**config.mk**
```make
export PLATFORM = sky130hd
export DESIGN_NAME = teclado_cajero_flat
export DESIGN_NICKNAME = d
export VERILOG_FILES = /design/src/rtl/teclado_cajero_if.sv /design/src/rtl/teclado_cajero.sv /design/src/flat_wrapper.sv
export SDC_FILE = /design/constraint.sdc
export NUM_CORES = 1
export LEC_CHECK = 0
export CAP_MARGIN = 20
export CORE_UTILIZATION = 30
export CTS_BUF_LIST = sky130_fd_sc_hd__clkbuf_4
export DETAILED_ROUTE_END_ITERATION = 12
export PLACE_DENSITY = 0.52
export SLEW_MARGIN = 10
export SYNTH_ARGS = -nofsm -noshare
export SYNTH_HDL_FRONTEND = slang
export SYNTH_SLANG_ARGS = --single-unit
```
**constraint.sdc**
```tcl
create_clock -name clk -period 2.75 [get_ports clk]
set_input_delay 0.55 -clock clk [delete_from_list [all_inputs] [get_ports clk]]
set_output_delay 0.55 -clock clk [all_outputs]
set_load 0.01 [all_outputs]
```
**src/rtl/teclado_cajero_if.sv**
```systemverilog
// Keypad-to-controller bundle: raw key strobes in, PIN digits / committed amount out.
// The slave modport is the keypad front-end; the master side is scanner plus ATM controller.
interface teclado_cajero_if #(
   parameter int ANCHO_MONTO = 32
);
   logic                   TECLA_STB;
   logic [4:0]             TECLA;
   logic                   MODO_MONTO;
   logic [3:0]             DIGITO;
   logic                   DIGITO_STB;
   logic [ANCHO_MONTO-1:0] MONTO;
   logic                   MONTO_STB;
   logic                   CANCELAR;
   logic                   DESBORDE;

   modport master (
      output TECLA_STB, TECLA, MODO_MONTO,
      input  DIGITO, DIGITO_STB, MONTO, MONTO_STB, CANCELAR, DESBORDE
   );

   modport slave (
      input  TECLA_STB, TECLA, MODO_MONTO,
      output DIGITO, DIGITO_STB, MONTO, MONTO_STB, CANCELAR, DESBORDE
   );
endinterface

```
**src/rtl/teclado_cajero.sv**
```systemverilog
// ATM keypad front-end: forwards PIN nibbles, accumulates decimal amounts up to ENTER.
// Optional inactivity cancel of partial amounts is built when TECLADO_TIMEOUT_EN is defined.
//
// state  | meaning
// PIN    | PIN entry, data nibbles forwarded on DIGITO
// ACUM   | amount entry, decimal digits accumulated into acc
// LISTO  | amount committed, MONTO/MONTO_STB held until cancel or mode drop
module teclado_cajero #(
   parameter int MAX_DIGITOS    = 8,
   parameter int ANCHO_MONTO    = 32,
   parameter int TIMEOUT_CICLOS = 1000
) (
   input logic              clk,
   input logic              reset,
   teclado_cajero_if.slave  bus
);
   localparam int ANCHO_CNT = $clog2(MAX_DIGITOS + 1);
   localparam logic [ANCHO_CNT-1:0] CNT_MAX = ANCHO_CNT'(MAX_DIGITOS);

   localparam logic [1:0] ST_PIN   = 2'd0;
   localparam logic [1:0] ST_ACUM  = 2'd1;
   localparam logic [1:0] ST_LISTO = 2'd2;

   if (TIMEOUT_CICLOS < 1 || ANCHO_MONTO < 4 || MAX_DIGITOS < 1) begin : g_param_chk
      $error("teclado_cajero: illegal parameter set");
   end

   logic [1:0]             r_estado;
   logic [ANCHO_MONTO-1:0] r_acc;
   logic [ANCHO_CNT-1:0]   r_cnt;
   logic [3:0]             r_digito;
   logic                   r_digito_stb;
   logic [ANCHO_MONTO-1:0] r_monto;
   logic                   r_monto_stb;
   logic                   r_cancelar;
   logic                   r_desborde;

   logic [3:0]             w_nibble;
   logic                   w_dato;
   logic                   w_enter;
   logic                   w_borrar;
   logic                   w_cancel;
   logic                   w_decimal;
   logic                   w_cambio_modo;
   logic                   w_timeout;
   logic [ANCHO_MONTO-1:0] w_acc_sig;

   assign w_nibble  = bus.TECLA[3:0];
   assign w_dato    = bus.TECLA_STB && !bus.TECLA[4];
   assign w_enter   = bus.TECLA_STB &&  bus.TECLA[4] && (bus.TECLA[1:0] == 2'b00);
   assign w_borrar  = bus.TECLA_STB &&  bus.TECLA[4] && (bus.TECLA[1:0] == 2'b01);
   assign w_cancel  = bus.TECLA_STB &&  bus.TECLA[4] && (bus.TECLA[1:0] == 2'b10);
   assign w_decimal = (w_nibble <= 4'd9);

   // acc*10 as shift-add; wraps silently if MAX_DIGITOS is oversized for ANCHO_MONTO
   assign w_acc_sig = (r_acc << 3) + (r_acc << 1) + ANCHO_MONTO'(w_nibble);

   // Mode change has priority over any key presented in the same cycle
   assign w_cambio_modo = (r_estado == ST_PIN) ? bus.MODO_MONTO : !bus.MODO_MONTO;

`ifdef TECLADO_TIMEOUT_EN
   localparam int ANCHO_TMR = $clog2(TIMEOUT_CICLOS + 1);
   localparam logic [ANCHO_TMR-1:0] TMR_RECARGA = ANCHO_TMR'(TIMEOUT_CICLOS - 1);

   logic [ANCHO_TMR-1:0] r_tmr;
   logic                 w_tmr_activo;

   assign w_tmr_activo = (r_estado == ST_ACUM) && (r_cnt != '0);

   always_ff @(posedge clk or negedge reset) begin
      if (!reset) begin
         r_tmr <= TMR_RECARGA;
      end else if (bus.TECLA_STB) begin
         r_tmr <= TMR_RECARGA;
      end else if (w_tmr_activo && (r_tmr != '0)) begin
         r_tmr <= r_tmr - 1'b1;
      end
   end

   // Reload-to-(N-1) makes the cancel land exactly N cycles after the last key
   assign w_timeout = w_tmr_activo && (r_tmr == '0) && !bus.TECLA_STB;
`else
   assign w_timeout = 1'b0;
`endif

   always_ff @(posedge clk or negedge reset) begin
      if (!reset) begin
         r_estado     <= ST_PIN;
         r_acc        <= '0;
         r_cnt        <= '0;
         r_digito     <= 4'd0;
         r_digito_stb <= 1'b0;
         r_monto      <= '0;
         r_monto_stb  <= 1'b0;
         r_cancelar   <= 1'b0;
         r_desborde   <= 1'b0;
      end else begin
         r_digito_stb <= 1'b0;
         r_cancelar   <= 1'b0;
         if (w_cambio_modo) begin
            if (r_estado == ST_PIN) begin
               r_estado <= ST_ACUM;
            end else begin
               r_estado    <= ST_PIN;
               r_acc       <= '0;
               r_cnt       <= '0;
               r_monto     <= '0;
               r_monto_stb <= 1'b0;
               r_desborde  <= 1'b0;
            end
         end else begin
            case (r_estado)
               ST_PIN: begin
                  if (w_dato) begin
                     r_digito     <= w_nibble;
                     r_digito_stb <= 1'b1;
                  end
                  if (w_cancel) begin
                     r_cancelar <= 1'b1;
                  end
               end
               ST_ACUM: begin
                  if (w_dato) begin
                     if (w_decimal) begin
                        if (r_cnt < CNT_MAX) begin
                           r_acc <= w_acc_sig;
                           r_cnt <= r_cnt + 1'b1;
                        end else begin
                           r_desborde <= 1'b1;
                        end
                     end
                  end else if (w_borrar) begin
                     r_acc      <= '0;
                     r_cnt      <= '0;
                     r_desborde <= 1'b0;
                  end else if (w_enter) begin
                     if (r_cnt != '0) begin
                        r_monto     <= r_acc;
                        r_monto_stb <= 1'b1;
                        r_estado    <= ST_LISTO;
                     end
                  end else if (w_cancel || w_timeout) begin
                     r_acc      <= '0;
                     r_cnt      <= '0;
                     r_cancelar <= 1'b1;
                  end
               end
               ST_LISTO: begin
                  if (w_cancel) begin
                     r_monto     <= '0;
                     r_monto_stb <= 1'b0;
                     r_acc       <= '0;
                     r_cnt       <= '0;
                     r_cancelar  <= 1'b1;
                     r_estado    <= ST_ACUM;
                  end
               end
               default: begin
                  r_estado <= ST_PIN;
               end
            endcase
         end
      end
   end

   assign bus.DIGITO     = r_digito;
   assign bus.DIGITO_STB = r_digito_stb;
   assign bus.MONTO      = r_monto;
   assign bus.MONTO_STB  = r_monto_stb;
   assign bus.CANCELAR   = r_cancelar;
   assign bus.DESBORDE   = r_desborde;

endmodule

```
**src/flat_wrapper.sv**
```systemverilog
// flat-port wrapper written by rule: the top's interface ports become plain ports
module teclado_cajero_flat 
#(
   parameter int MAX_DIGITOS    = 8,
   parameter int ANCHO_MONTO    = 32,
   parameter int TIMEOUT_CICLOS = 1000
)
  (clk, reset, bus_TECLA_STB, bus_TECLA, bus_MODO_MONTO, bus_DIGITO, bus_DIGITO_STB, bus_MONTO, bus_MONTO_STB, bus_CANCELAR, bus_DESBORDE);
  teclado_cajero_if #(.ANCHO_MONTO(ANCHO_MONTO)) bus_i ();
  input logic clk;
  input logic reset;
  input wire logic [$bits(bus_i.TECLA_STB)-1:0] bus_TECLA_STB;
  input wire logic [$bits(bus_i.TECLA)-1:0] bus_TECLA;
  input wire logic [$bits(bus_i.MODO_MONTO)-1:0] bus_MODO_MONTO;
  output wire logic [$bits(bus_i.DIGITO)-1:0] bus_DIGITO;
  output wire logic [$bits(bus_i.DIGITO_STB)-1:0] bus_DIGITO_STB;
  output wire logic [$bits(bus_i.MONTO)-1:0] bus_MONTO;
  output wire logic [$bits(bus_i.MONTO_STB)-1:0] bus_MONTO_STB;
  output wire logic [$bits(bus_i.CANCELAR)-1:0] bus_CANCELAR;
  output wire logic [$bits(bus_i.DESBORDE)-1:0] bus_DESBORDE;
  assign bus_i.TECLA_STB = bus_TECLA_STB;
  assign bus_i.TECLA = bus_TECLA;
  assign bus_i.MODO_MONTO = bus_MODO_MONTO;
  assign bus_DIGITO = bus_i.DIGITO;
  assign bus_DIGITO_STB = bus_i.DIGITO_STB;
  assign bus_MONTO = bus_i.MONTO;
  assign bus_MONTO_STB = bus_i.MONTO_STB;
  assign bus_CANCELAR = bus_i.CANCELAR;
  assign bus_DESBORDE = bus_i.DESBORDE;
  teclado_cajero #(.MAX_DIGITOS(MAX_DIGITOS), .ANCHO_MONTO(ANCHO_MONTO), .TIMEOUT_CICLOS(TIMEOUT_CICLOS)) u_core (.clk(clk), .reset(reset), .bus(bus_i));
endmodule
```
==> flow_summary.json, run 1 <==
{
  "grt_pass1_wl_mm": 25.38,
  "setup_viol": 9,
  "coreArea_sq_um": 17480,
  "vias_per_cell": 4.983,
  "fin_crit_sh": 1.042,
  "critPathRequiredTime_ps": 3140,
  "rsz0062_at_grt": "true",
  "drc": 0,
  "numPortBuffers": 48,
  "p_clk_frac": 0.161,
  "ir_drop_mv": 0.6295,
  "cap_viol_max_count": 0,
  "cts_tree": "yes",
  "ys_dominant_reg_cell": "dfrtp_1",
  "synth_cell_types": 70,
  "clk_pin_slew_ps": 140,
  "drive_above_1_share": 0.2733,
  "maxSlewHeadroom": 0.6735,
  "netlist_instances": 610,
  "rows": 48,
  "firstDrtPassIters": 4,
  "die_area_sq_um": 18670,
  "postRouteAntennaNets": 0,
  "power_leakage_uw": 0.003537,
  "syn-num-nets": 688,
  "yosysSeqAreaShare": 0.3589,
  "hpwl_mm": 11.25,
  "cellPowerDensity_nw_per_um2": 727.6,
  "clkLatencyLatePin_ps": 490,
  "path_max_fanout": 4,
  "via_count": 4918,
  "grt_usage": 0.1756,
  "grtUsageMet1": 0.2322,
  "max_freq_ghz": 0.3490,
  "area_delta_synth_final_pct": 38.95,
  "grt_start_max_net_pins": 48,
  "wl_per_cell_microns": 15.30,
  "final_nets": 834,
  "finalHoldViolations": 0,
  "die_h_microns": 136.6,
  "hold_path_class": "reg2reg",
  "intPower_uw": 3087,
  "status": "finished with violations",
  "p_sw_frac": 0.4385,
  "final.min_clock_period_ps": 2865,
  "reg2reg_depth": 12,
  "arrival_ps": 3250,
  "yosys.cell_count.top_type": "nand2_1",
  "grt-busiest-layer": "met2",
  "syn_avg_cell_area_sq_um": 8.916,
  "grt_pass1_vias": 5030,
  "gp_congestion": 0.9057,
  "synthArstFlopShare": 1.000,
  "cts_root_buffer": "clkbuf_4",
  "initial_core_util": 0.3112,
  "cp-end-kind": "flip-flop",
  "use_met3": 0.03111,
  "p_seq_frac": 0.281,
  "numClockSinks": 78,
  "synth_common_cells": "106 x nand2_1, 78 x dfrtp_1, 67 x ha_1, 67 x o21ai_0, 36 x a21oi_1",
  "worstSetupPathType": "in2reg",
  "hold-path-cell-count": 2,
  "cts_max_level": 3,
  "finalHoldWorstSlack_ps": 492.5,
  "violations": "negative setup slack",
  "comb_power_share": 0.558,
  "final_max_slew_viol_count": 0,
  "setup_ws_ps": -115.1,
  "num_io_pins": 49,
  "cts_made_buffers": 9,
  "skew_ps": 22.27,
  "antenna_found_initial": 1,
  "synth_top_area_share": 0.3589,
  "yosys_register_bits": 78,
  "synth_top_area_cell": "dfrtp_1",
  "worst_pin_slew_ps": 489.7,
  "cts_buffer_depth": 2,
  "synth.area.top_cells": "dfrtp_1 36%, ha_1 15%, nand2_1 7.3%, o21ai_0 6.2%, a21oi_1 3.3%",
  "worst_setup_path_start_kind": "input port",
  "synth_edf_count": 0,
  "fp.dieW_microns": 136.6,
  "route.final.wire_length_mm": 15.10,
  "ys.warnings.count": 0,
  "drt_iter0_markers": 282,
  "overflow": 0,
  "tns_ps": -516.7,
  "use_met2": 0.2862,
  "power_switching_uw": 2411,
  "syn_area_sq_um": 5439
}
flip-flops by register name (all words and copies together), names as in the netlist:
signal	count
u_core.bus.MONTO	32
u_core.bus.CANCELAR	1
u_core.bus.MONTO_STB	1
u_core.bus.DIGITO_STB	1
u_core.bus.DESBORDE	1
u_core.r_estado	2
u_core.r_cnt	4
u_core.bus.DIGITO	4
u_core.r_acc	32
power groups by stage:
stage / Combinational (uW) / Clock, uW / Sequential [uW]
after global routing: 3410 / 965 / 1580
after detailed placement: 2850 / 0 / 1570
after global placement: 2820 / 0 / 1560
final: 3070 / 885 / 1550
after CTS: 2960 / 916 / 1550
after floorplan: 1560 / 0 / 1590
layer usage:
layer  routed length (microns)  part of all wire
met5                         0                 0
met4                       233             0.015
met3                       487             0.032
met2                      7091              0.47
met1                      7290              0.48
per-stage QoR:
step                      utilization  cell area (sq um)  worst slack (ps)  cells  total power (uW)
after floorplan                     -               5480            -35.12    610              3151
after global placement         0.3925               6859            -829.6    953              4385
after detailed placement       0.3925               6859            -848.8    953              4417
after CTS                      0.4193               7328            -79.44    981              5428
after global routing           0.4324               7557            -236.6    987              5954
final                          0.4324               7557            -115.1    987              5498
path summary, 6_finish.rpt:
kind / start / endpoint / slack (ps)
setup reg to reg: u_core.r_acc[2] / u_core.r_acc[26] / -100
max in group asynchronous: reset / u_core.r_acc[23] / 1560
hold reg to reg: u_core.bus.MONTO[15] / u_core.bus.MONTO[15] / 490
min in group asynchronous: reset / u_core.r_acc[1] / 530
setup / recovery: bus_TECLA[2] / u_core.r_acc[26] / -120
hold / removal: u_core.bus.MONTO[15] / u_core.bus.MONTO[15] / 490
placed cells by master, fill, tap and decap left out, drive strengths merged, types with 15 or more instances in the layout:
master         instances
nand3                 15
o21ai                 69
inv                   28
buf                  111
nand2                107
ha                    67
clkdlybuf4s50         46
a21oi                 36
dfrtp                 78
nor2                  22
a21o                  17
repair_timing:
item,4_1_cts,5_1_grt
pin swaps,22,32
gates resized for setup,39,44
endpoints found under the hold margin,4,0
setup endpoints to repair,20,21
setup buffers,11,5
gates cloned,0,0
hold buffers,1,0
area by class of cell:
type	count	area [sq um]
repair buffers	159	1344
multi-input cells	482	3696
diodes	1	2.502
inverters	26	105.1
clock buffers	9	67.56
flip-flops and latches	78	1954
well taps	225	281.5
fillers	1739	9920
clock inverters	7	106.4
worst max-delay path: stages:
cell	delay (ps)
clkdlybuf4s50_1	450
ha_1	320
ha_4	190
fa_2	420
a21oi_4	200
o22ai_4	110
a31oi_4	190
a211oi_4	110
o21ai_2	180
o21ai_2	90
xor2_1	160
o221a_2	270
cell families after synthesis:
logic type | synth area share
adder cells (fa/ha/maj) | 0.1615
AO/OA/AOI/OAI | 0.2252
XOR/XNOR | 0.03382
multiplexers | 0.01357
flip-flops | 0.3589
AND/OR/NAND/NOR | 0.1702
buffers and inverters | 0.03680
Power figures use the tool's default switching activity.
==> run 2: changes to the inputs <==
--- a/config.mk
+++ b/config.mk
@@ -9,6 +9,7 @@
 export CORE_UTILIZATION = 30
 export CTS_BUF_LIST = sky130_fd_sc_hd__clkbuf_4
 export DETAILED_ROUTE_END_ITERATION = 12
+export MAX_ROUTING_LAYER = met4
 export PLACE_DENSITY = 0.52
 export SLEW_MARGIN = 10
 export SYNTH_ARGS = -nofsm -noshare
==> flow_summary.json, run 2 (synthesized netlist as in run 1, its figures left out) <==
{
  "initial_core_util": 0.3112,
  "drt_iter0_markers": 245,
  "wl_per_cell_microns": 15.48,
  "final_max_slew_viol_count": 0,
  "critPathRequiredTime_ps": 3120,
  "worst_pin_slew_ps": 563.5,
  "cp-end-kind": "flip-flop",
  "hpwl_mm": 11.29,
  "final_cell_mix": "110 x buf_4, 105 x nand2_1, 76 x dfrtp_1",
  "vias_per_cell": 5.076,
  "fin_cells": 989,
  "firstDrtPassIters": 4,
  "coreArea_sq_um": 17480,
  "comb_power_share": 0.574,
  "worstSetupPathType": "reg2reg",
  "finalHoldWorstSlack_ps": 472.6,
  "rrSetupSlack_ps": -160,
  "hold_path_class": "in2reg",
  "p_seq_frac": 0.289,
  "power_leakage_uw": 0.003541,
  "arrival_ps": 3280,
  "cts_root_buffer": "clkbuf_4",
  "path_max_fanout": 7,
  "ir_drop_mv": 0.5190,
  "grt_pass1_wl_mm": 25.26,
  "final.min_clock_period_ps": 2913,
  "cts_buffer_depth": 2,
  "via_count": 5020,
  "rows": 48,
  "rsz0062_at_grt": "true",
  "clk_pin_slew_ps": 150,
  "gp_congestion": 0.9193,
  "setup_viol": 11,
  "max_freq_ghz": 0.3433,
  "num_io_pins": 49,
  "cellPowerDensity_nw_per_um2": 712.3,
  "numPortBuffers": 48,
  "finalHoldViolations": 0,
  "cap_viol_max_count": 0,
  "die_area_sq_um": 18670,
  "place_inst": 955,
  "postRouteAntennaNets": 0,
  "power_switching_uw": 2444,
  "antenna_found_initial": 1,
  "fp.dieW_microns": 136.6,
  "cts_max_level": 3,
  "overflow": 0,
  "mostFrequentLayoutCell": "buf_4",
  "setup_ws_ps": -162.7,
  "numClockSinks": 78,
  "grt_pass1_vias": 5076,
  "intPower_uw": 2922,
  "violations": "negative setup slack",
  "final_nets": 836,
  "p_sw_frac": 0.4555,
  "fin_crit_sh": 1.059,
  "skew_ps": 22.89,
  "clkLatencyLatePin_ps": 480,
  "worst_setup_path_start_kind": "flip-flop",
  "cts_tree": "yes",
  "status": "finished with violations",
  "drc": 0,
  "cts_made_buffers": 9,
  "die_h_microns": 136.6,
  "area_delta_synth_final_pct": 38.51,
  "maxSlewHeadroom": 0.6236,
  "route.final.wire_length_mm": 15.31,
  "grt_start_max_net_pins": 48,
  "p_clk_frac": 0.137,
  "grt_usage": 0.1790,
  "fillers": 1731,
  "drive_above_1_share": 0.2779
}
-- run 2: path summary, 6_finish.rpt --
path	start	endpoint	cells after the start
max in group asynchronous	reset	u_core.r_acc[23]	3
setup / recovery	u_core.r_acc[12]	u_core.r_acc[23]	11
setup reg to reg	u_core.r_acc[12]	u_core.r_acc[23]	11
hold reg to reg	u_core.bus.MONTO[15]	u_core.bus.MONTO[15]	2
hold / removal	bus_TECLA[2]	u_core.bus.DIGITO[2]	3
min in group asynchronous	reset	u_core.r_acc[1]	2
-- run 2: layout make-up --
type | count | area (sq um) | area share
clock inverters | 7 | 71.32 | 0.009467
repair buffers | 161 | 1350 | 0.1792
flip-flops and latches | 78 | 1954 | 0.2594
diodes | 1 | 2.502 | 0.0003322
inverters | 26 | 105.1 | 0.01395
clock buffers | 9 | 67.56 | 0.008969
multi-input cells | 482 | 3701 | 0.4913
well taps | 225 | 281.5 | 0.03737
-- run 2: power by group through the flow --
stage | registers [uW] | clock network (uW) | logic (uW)
floorplan | 1590 | 0 | 1560
global placement | 1560 | 0 | 2840
detailed placement | 1570 | 0 | 2870
CTS | 1550 | 778 | 2980
global route | 1580 | 814 | 3420
finish | 1550 | 734 | 3080
-- run 2: worst max-delay path, cell delays in order (launching register included) --
cell,delay [ps]
dfrtp_1,400
buf_4,140
ha_4,240
ha_4,240
and3_4,180
a221o_1,320
a21o_1,230
nor3_4,200
a21boi_4,350
or3_4,200
a21oi_2,50
a211o_1,270
-- run 2: layer usage --
layer	vias up	share of wire	GRT usage
li1	2505	-	-
met1	2408	0.48	0.2245
met2	88	0.47	0.2919
met3	19	0.032	0.02852
met4	0	0.017	0.06049
met5	-	0	-
-- run 2: through the flow --
step	cell area [sq um]	setup slack (ps)	utilization	TNS [ps]	total power, uW
2_1_floorplan	5480	-35.12	-	-73.01	3151
3_3_place_gp	6874	-825.6	0.3933	-18070	4398
3_5_place_dp	6874	-849.3	0.3933	-19270	4441
4_1_cts	7234	-95.27	0.4139	-510.8	5317
5_1_grt	7533	-255.0	0.4311	-2788	5820
6_report	7533	-162.7	0.4311	-786.6	5366
-- run 2: what timing repair did --
action | in CTS | in global routing
hold buffers | 1 | 0
buffers inserted | 8 | 9
pin swaps | 20 | 42
hold endpoints to repair | 21 | 0
endpoints found under the setup margin | 19 | 23
resized for setup | 37 | 46
==> run 3: changes to the inputs <==
--- a/config.mk
+++ b/config.mk
@@ -9,7 +9,6 @@
 export CORE_UTILIZATION = 30
 export CTS_BUF_LIST = sky130_fd_sc_hd__clkbuf_4
 export DETAILED_ROUTE_END_ITERATION = 12
-export MAX_ROUTING_LAYER = met4
 export PLACE_DENSITY = 0.52
 export SLEW_MARGIN = 10
 export SYNTH_ARGS = -nofsm -noshare
==> results of run 3 <==
No change in the layout: final DEF, timing and power equal those of run 1.
